File: src/rtl/led_pwm_ctrl.sv
// Multi-channel LED PWM controller with an Avalon-MM register slave.
// Duty values are double-buffered and latched at each PWM period boundary; NUM_LEDS up to 8.
module led_pwm_ctrl #(
  parameter int NUM_LEDS = 8,
  parameter int DUTY_W   = 8
) (
  input  logic                clk,
  input  logic                reset,
  input  logic [3:0]          avs_address,
  input  logic                avs_read,
  input  logic                avs_write,
  input  logic [31:0]         avs_writedata,
  output logic [31:0]         avs_readdata,
  output logic [NUM_LEDS-1:0] leds
);

  localparam logic [3:0] ADDR_CTRL     = 4'd8;
  localparam logic [3:0] ADDR_PRESCALE = 4'd9;
  localparam logic [3:0] ADDR_PERIODS  = 4'd10;

  logic [DUTY_W-1:0] duty        [NUM_LEDS];
  logic [DUTY_W-1:0] active_duty [NUM_LEDS];
  logic              en;
  logic              inv;
  logic [15:0]       prescale;
  logic [15:0]       periods;
  logic [15:0]       pre_cnt;
  logic [DUTY_W-1:0] pwm_cnt;

  logic              tick;
  logic              period_end;
  logic [31:0]       rd_mux;

  // Upper write-data bits have no destination in the register map.
  logic unused_wdata;
  assign unused_wdata = ^avs_writedata[31:16];

  assign tick       = en && (pre_cnt == prescale);
  assign period_end = tick && (pwm_cnt == '1);

  // NOTE: every output of a combinational block gets a default first so no path leaves it unassigned (no latch).
  always_comb begin
    rd_mux = '0;
    for (int i = 0; i < NUM_LEDS; i++) begin
      if (avs_address == 4'(i)) rd_mux = 32'(duty[i]);
    end
    case (avs_address)
      ADDR_CTRL:     rd_mux = {30'd0, inv, en};
      ADDR_PRESCALE: rd_mux = {16'd0, prescale};
      ADDR_PERIODS:  rd_mux = {16'd0, periods};
      default:       ;
    endcase
  end

  // NOTE: state registers use non-blocking assignments so every register samples pre-edge values.
  always_ff @(posedge clk) begin
    if (reset) begin
      // NOTE: the duty arrays are a handful of flops, not RAM, so they are reset explicitly.
      for (int i = 0; i < NUM_LEDS; i++) begin
        duty[i]        <= '0;
        active_duty[i] <= '0;
      end
      en           <= 1'b0;
      inv          <= 1'b0;
      prescale     <= '0;
      periods      <= '0;
      pre_cnt      <= '0;
      pwm_cnt      <= '0;
      leds         <= '0;
      avs_readdata <= '0;
    end else begin
      if (avs_write) begin
        for (int i = 0; i < NUM_LEDS; i++) begin
          if (avs_address == 4'(i)) duty[i] <= avs_writedata[DUTY_W-1:0];
        end
        if (avs_address == ADDR_CTRL) begin
          en  <= avs_writedata[0];
          inv <= avs_writedata[1];
        end
        if (avs_address == ADDR_PRESCALE) prescale <= avs_writedata[15:0];
      end

      if (!en) begin
        // Idle: counters parked so enabling starts a fresh period with current duties.
        pre_cnt <= '0;
        pwm_cnt <= '0;
        for (int i = 0; i < NUM_LEDS; i++) active_duty[i] <= duty[i];
      end else begin
        // Free-running 16-bit wrap recovers from a PRESCALE written below pre_cnt.
        pre_cnt <= tick ? 16'd0 : pre_cnt + 16'd1;
        if (tick) pwm_cnt <= pwm_cnt + DUTY_W'(1);
        if (period_end) begin
          for (int i = 0; i < NUM_LEDS; i++) active_duty[i] <= duty[i];
          periods <= periods + 16'd1;
        end
      end

      // A clear write overrides a coincident period increment.
      if (avs_write && (avs_address == ADDR_PERIODS)) periods <= '0;

      for (int i = 0; i < NUM_LEDS; i++) begin
        leds[i] <= (en & (pwm_cnt < active_duty[i])) ^ inv;
      end

      if (avs_read) avs_readdata <= rd_mux;
    end
  end

endmodule
File: config.mk
export PLATFORM = sky130hd
export DESIGN_NAME = led_pwm_ctrl
export DESIGN_NICKNAME = d
export VERILOG_FILES = /design/src/rtl/led_pwm_ctrl.sv
export SDC_FILE = /design/constraint.sdc
export NUM_CORES = 1
export LEC_CHECK = 0
export ABC_AREA = 1
export BUFFER_PORTS_ARGS = -buffer_cell sky130_fd_sc_hd__buf_2
export CAP_MARGIN = 20
export CORE_UTILIZATION = 55
export DETAILED_ROUTE_END_ITERATION = 10
export GPL_ROUTABILITY_DRIVEN = 0
export GPL_TIMING_DRIVEN = 0
export PLACE_DENSITY_LB_ADDON = 0.12
export SETUP_SLACK_MARGIN = 0.05
export SYNTH_ARGS = -nofsm -noshare
export SYNTH_HDL_FRONTEND = slang
export SYNTH_SLANG_ARGS = --single-unit
File: constraint.sdc
create_clock -name clk -period 2.4 [get_ports clk]
set_clock_uncertainty 0.05 [all_clocks]
set_input_delay 0.48 -clock clk [delete_from_list [all_inputs] [get_ports clk]]
set_output_delay 0.48 -clock clk [all_outputs]
set_load 0.02 [all_outputs]
==> results_dict.tcl, run 1 <==
set metrics [dict create \
    status "finished, final reports clean" \
    ant_nets 0 \
    yosysSeqAreaShare_pct 50.4 \
    timing.rr.start "en" \
    io_pins 80 \
    syn_inst 1293 \
    min_from "avs_writedata[10]" \
    io_buffers 45 \
    area_delta_synth_final_pct 13.0 \
    tightest_slew_ns 0.784 \
    yosysTopAreaCellShare_pct 35.3 \
    grt-ovfl-total 0 \
    critical_path_class "reg2reg" \
    finalHoldViolCount 0 \
    antenna_found_initial 0 \
    grt_pass1_vias 8013 \
    first_pass_iters 6 \
    cts_root_buf "clkbuf_16" \
    crit_slowest_cell "nor2_2" \
    p_switching_mw 1.95 \
    min_period_ns 2.24 \
    place_worst_setup_slack_ns -0.865 \
    viasPerCell 5.35 \
    critical_path.max_stage_delay_ns 0.63 \
    diodes 0 \
    synthTopCellsByCount "nand2_1, nor2_1, inv_1" \
    crit_start "en" \
    grt_max_degree 25 \
    sequentialPowerShare_pct 49.6 \
    ys.warnings.count 0 \
    yosys.area.top_type "edfxtp_1" \
    avgSynthCellArea_um2 8.43 \
    power.leakage_nw 5.20 \
    max_freq_ghz 0.446 \
    hold_class "in2reg" \
    design_area_um2 12300 \
    grt_pass1_wl_um 42800 \
    placed_area_um2 11500 \
    ys_types 39 \
    share_clk_of_total_power_pct 42.1 \
    nets 1480 \
    placed_cells 1619 \
    crit_buf_inv 3 \
    synth_area_leaders "edfxtp_1, dfxtp_1, nand2_1, ha_1, nor2_1" \
    cts_buffers 23 \
    die_h_um 143 \
    worstPathArrival_ns 2.63 \
    slew_headroom_pct 47.7 \
    clk_latency_ns 0.51 \
    syn_area_um2 10900 \
    first_iter_violations 897 \
    fin_setup_tns_ns 0 \
    synth_edf_count 128 \
    initial_core_util_pct 56.0 \
    netSwitchingFraction_pct 23.7 \
    rsz0062_at_grt "false" \
    clock-sinks 210 \
    drive_gt1_share_pct 9.90 \
    cp_cell_sequence "buf_2 > inv_1 > nor2_2 > nand2_2 > buf_4 > a21oi_1" \
    cts_tree "built" \
    vias 8875 \
    fin_cells 1659 \
    async_flop_share_pct 0 \
    rows 51 \
    final-setup-viol-count 0 \
    ctsHtreeMaxLevel 1 \
    synthFlopType "edfxtp_1" \
    yosys_register_bits 210 \
    pwr-share-comb_pct 8.3 \
    layout_setup_ws_ns 0.160 \
    core_um2 19500 \
    nFillCells 1678 \
    yosysMostFrequentCell "nand2_1" \
    grtUsageTotal_pct 27.9 \
    wl_um 27300 \
    dieArea_um2 20400 \
    die_w_um 143 \
    maxCapViolCount 0 \
    ir_worst_vdd_mv 0.528 \
    dp_hpwl_um 20800 \
    critPathCaptureType "flop" \
    cts_buffer_depth 3 \
    powerDensity_nw_per_um2 667 \
    route.detailed.drc 0 \
    intPower_mw 6.27 \
    path_delay_family "simple AND/OR/NAND/NOR gates" \
    startpoint_type "flop" \
    clk_pin_slew_ns 0.06 \
    multi_input_area_um2 4570 \
    path_max_fanout 10 \
    min_period_over_period_pct 93.3 \
    finalMaxSlewViolations 0 \
    hold_buffers 0 \
    drt-wirelength-per-cell_um 16.4 \
    regArea_um2 5500 \
    cp_data_required_time_ns 2.79 \
]
[metrics by stage]
| stage | power (mW) | util, % | hold slack, ns |
|---|---|---|---|
| 6_report | 8.22 | 63.3 | 0.202 |
| 5_1_grt | 8.45 | 63.3 | 0.224 |
| 4_1_cts | 8.20 | 63.0 | 0.196 |
| 3_5_place_dp | 4.81 | 59.2 | 0.406 |
| 3_3_place_gp | 4.79 | 59.1 | 0.403 |
| 2_1_floorplan | 4.57 | - | 0.408 |
[sequential cells by signal, indices dropped and copies added (netlist names)]
name,cells
active_duty,64
duty,64
pwm_cnt,8
avs_readdata,16
pre_cnt,16
inv,1
leds,8
en,1
prescale,16
periods,16
[what timing repair did]
item,4_1_cts,5_1_grt
endpoints found under the hold margin,0,0
setup buffers,0,1
endpoints found under the setup margin,119,74
resized for setup,13,5
pin swaps,0,1
[final cells by class]
| cell class | instances | share of cell area (%) |
|---|---|---|
| Inverter | 180 | 5.49 |
| Sequential cell | 210 | 44.6 |
| Multi-Input combinational cell | 866 | 37.1 |
| Buffer | 52 | 2.19 |
| Timing Repair Buffer | 48 | 2.07 |
| Tap cell | 265 | 2.69 |
| Clock buffer | 24 | 4.70 |
| Clock inverter | 14 | 1.12 |
[cell families (layout without fill, tap and decap cells)]
kind of cell	after synthesis	after routing	synth area share, %
flops	210	210	50.4
xor+xnor	18	18	1.45
simple gates	556	556	21.4
fa+ha+maj	59	59	6.78
buf+inv	232	318	8.68
other cells	1	16	0.0344
compound gates	217	217	11.3
[placed cells by master (no fill, tap or decap), types with 3 or more instances in the layout]
cell type  netlist  final
edfxtp_1       128    128
a211oi_1         8      8
ha_1            59     59
nor3_1          14     14
bufinv_16        0      3
a21oi_1        114    114
nor2_1         172    171
clkinv_1         5     11
buf_2            9     56
inv_1          165    165
nand2_1        274    271
clkbuf_1        24     25
o22ai_1         11     11
nand2_2          3      3
dfxtp_2          0      6
inv_2           10     10
o21ai_0         39     39
buf_4           17     17
a21boi_1        35     35
nand4_1         32     32
clkbuf_16        0     23
dfxtp_1         82     75
conb_1           1     16
clkinv_2         0      5
xnor2_1          4      4
xor2_1          14     14
a22oi_1          3      3
nand3_1         49     49
[worst paths after layout]
kind / slack (ns) / endpoint / depth (start not counted)
worst max-delay path: 0.16 / pre_cnt[9] / 6
worst min-delay path: 0.20 / prescale[10] / 3
worst min register to register: 0.41 / avs_readdata[8] / 2
worst max register to register: 0.16 / pre_cnt[9] / 6
[per-layer routing]
layer	GRT usage, %	up-vias	share of wire (%)
li1	-	4420	-
met3	4.09	60	7.8
met4	8.49	0	2.5
met2	42.2	339	42
met1	41.3	4056	47
met5	0	-	0
[power groups by stage]
stage	Combinational, mW	Clock (mW)	Sequential, mW
2_1_floorplan	0.442	0	4.13
3_3_place_gp	0.641	0	4.15
3_5_place_dp	0.654	0	4.15
4_1_cts	0.658	3.47	4.08
5_1_grt	0.763	3.59	4.09
6_report	0.682	3.46	4.08
[worst min-delay path, stage by stage]
cell and delay, ns:
buf_2 0.07, o21ai_0 0.07, a21oi_1 0.10
Note: power is estimated with default switching activity, not from simulation.
==> run 2, diff against run 1 <==
- ABC_AREA: 1 -> 0
==> run 2 against run 1 <==
  * Power grew 5.8%
  * Global-route usage grew 0.44 points
  * Register-to-register slack lost 0.09 ns
  * Die area grew 0.93%
  * Final area grew 7.5%
  * Highest routed layer unchanged
==> results_dict.tcl, run 2 <==
set metrics [dict create \
    synthFlopType "edfxtp_1" \
    placed_cells 1392 \
    grtUsageTotal_pct 28.3 \
    sequentialPowerShare_pct 46.9 \
    nets 1283 \
    syn_area_um2 11000 \
    netSwitchingFraction_pct 22.9 \
    share_clk_of_total_power_pct 44.7 \
    die_w_um 143 \
    cp_data_required_time_ns 2.53 \
    yosysMostFrequentCell "edfxtp_1" \
    clk_pin_slew_ns 0.06 \
    intPower_mw 6.71 \
    nFillCells 1564 \
    synth_edf_count 128 \
    slew_headroom_pct 31.4 \
    ir_worst_vdd_mv 0.627 \
    area_delta_synth_final_pct 20.4 \
    first_pass_iters 5 \
    viasPerCell 5.75 \
    startpoint_type "primary input" \
    ys_types 59 \
    tightest_slew_ns 1.03 \
    route.detailed.drc 0 \
    first_iter_violations 784 \
    fin_util_pct 67.8 \
    final_cell_mix "edfxtp_1, nor2_1, nand2_1" \
    fin_cells 1466 \
    path_max_fanout 10 \
    diodes 0 \
    pwr-share-comb_pct 8.4 \
    async_flop_share_pct 0 \
    critical_path.max_stage_delay_ns 0.69 \
    timing.hold.ws_ns 0.153 \
    io_buffers 42 \
    top_regs "active_duty (64), duty (64)" \
    min_period_ns 2.33 \
    cts_root_buf "clkbuf_16" \
    vias 8433 \
    finalHoldViolCount 0 \
    drt-wirelength-per-cell_um 19.7 \
    maxCapViolCount 0 \
    hold_class "in2reg" \
    drive_gt1_share_pct 19.2 \
    core_um2 19500 \
    hold_buffers 0 \
    critPathCaptureType "flop" \
    die_h_um 143 \
    clk_latency_ns 0.52 \
    design_area_um2 13200 \
    dieArea_um2 20600 \
    placed_area_um2 11700 \
    rows 51 \
    yosys.area.top_type "edfxtp_1" \
    rsz0062_at_grt "true" \
    place_worst_setup_slack_ns -0.565 \
    synthTopCellsByCount "edfxtp_1, nor2_1, dfxtp_1" \
    finalMaxSlewViolations 0 \
    worstPathArrival_ns 2.46 \
    grt_pass1_wl_um 43300 \
    ant_nets 0 \
    initial_core_util_pct 56.3 \
    cts_buffer_depth 3 \
    synth_area_leaders "edfxtp_1, dfxtp_1, ha_1, nor2_1, nand2b_1" \
    ctsHtreeMaxLevel 1 \
    p_switching_mw 1.99 \
    min_period_over_period_pct 97.1 \
    yosysSeqAreaShare_pct 49.9 \
    max_freq_ghz 0.429 \
    layout_setup_ws_ns 0.0702 \
    yosysTopAreaCellShare_pct 35.0 \
    multi_input_area_um2 5220 \
    syn_inst 1069 \
    yosys_register_bits 210 \
    grt_pass1_vias 7513 \
    wl_um 28900 \
    antenna_found_initial 1 \
    cts_buffers 24 \
    crit_slowest_cell "buf_1" \
    cts_tree "built" \
    power.leakage_nw 5.08 \
    io_pins 80 \
    regArea_um2 5540 \
    layout_commonest_cell "edfxtp_1" \
    dp_hpwl_um 20500 \
    path_common_cell "clkbuf_1" \
    powerDensity_nw_per_um2 657 \
    ys.warnings.count 0 \
    grt_max_degree 19 \
    status "finished, final reports clean" \
    grt-ovfl-total 0 \
    clock-sinks 210 \
    final-setup-viol-count 0 \
    cp_cell_sequence "clkbuf_1 > clkbuf_1 > buf_1 > a21o_1" \
    critical_path_class "in2reg" \
    avgSynthCellArea_um2 10.3 \
]
[run 2: cell count changes after synthesis, sizes merged, moves of 19 or more]
cell    before  now
nand2      277   80
inv        175   76
nor2       175   95
a21oi      114   53
nand2b       0   56
nor3b        0   56
nor2b        0   34
a21boi      37    9
nand3       49   21
clkbuf      24   48
nand4       35   13
mux2i        0   21
o21ai       40   21
[run 2: metrics by stage]
step,TNS (ns),power (mW)
floorplan,0,4.57
global placement,-67.50,4.79
detailed placement,-69.94,4.80
CTS,0,8.66
global route,-0.202,8.96
finish,0,8.70
[run 2: logic make-up (layout without fill, tap and decap cells)]
family / after synthesis / count (layout) / synth area share [%]
AND/OR/NAND/NOR: 409 / 409 / 20.9
adder cells (fa/ha/maj): 59 / 59 / 6.71
XOR/XNOR: 30 / 30 / 2.39
multiplexers: 28 / 28 / 3.14
flip-flops: 210 / 210 / 49.9
other: 1 / 16 / 0.0341
AO/OA/AOI/OAI: 179 / 180 / 10.9
buffers and inverters: 153 / 269 / 6.04
[run 2: metal layers]
| metal | vias up | GRT usage (%) | wire length (um) |
|---|---|---|---|
| met1 | 4056 | 41.4 | 13300 |
| li1 | 4020 | - | - |
| met4 | 0 | 6.22 | 466 |
| met2 | 316 | 43.6 | 13000 |
| met5 | - | 0 | 0 |
| met3 | 41 | 5.43 | 2150 |
[run 2: final timing paths]
| path | start | to | slack (ns) | depth (start not counted) |
|---|---|---|---|---|
| worst max register to register | prescale[3] | active_duty[0][18] | 0.07 | 7 |
| worst max-delay path | reset | duty[1][22] | 0.07 | 4 |
| worst min register to register | prescale[4] | prescale[4] | 0.44 | 2 |
| worst min-delay path | avs_writedata[12] | prescale[12] | 0.15 | 3 |
[run 2: cell type report]
class | instances | share of cell area [%]
inverter | 76 | 2.16
clock buffer | 33 | 5.19
clock inverter | 10 | 1.19
buffer | 76 | 3.49
sequential | 210 | 41.9
tap | 265 | 2.51
multi-input combinational | 722 | 39.5
timing repair buffer | 74 | 4.15
[run 2: critical path: cells and delay by family]
| family | cells | cell delay (ns) |
|---|---|---|
| compound gates | 1 | 0.37 |
| buf+inv | 3 | 1.60 |
[run 2: repair_timing]
action / CTS / global route
gates resized for setup: 30 / 75
buffers inserted: 15 / 13
gates cloned: 2 / 2
pin swaps: 10 / 9
setup endpoints to repair: 142 / 140
[run 2: power groups by stage]
stage	Clock (mW)	Sequential [mW]	Combinational [mW]
6_report	3.89	4.08	0.730
5_1_grt	4.08	4.09	0.795
4_1_cts	3.91	4.08	0.672
3_5_place_dp	0	4.16	0.641
3_3_place_gp	0	4.15	0.631
2_1_floorplan	0	4.12	0.444
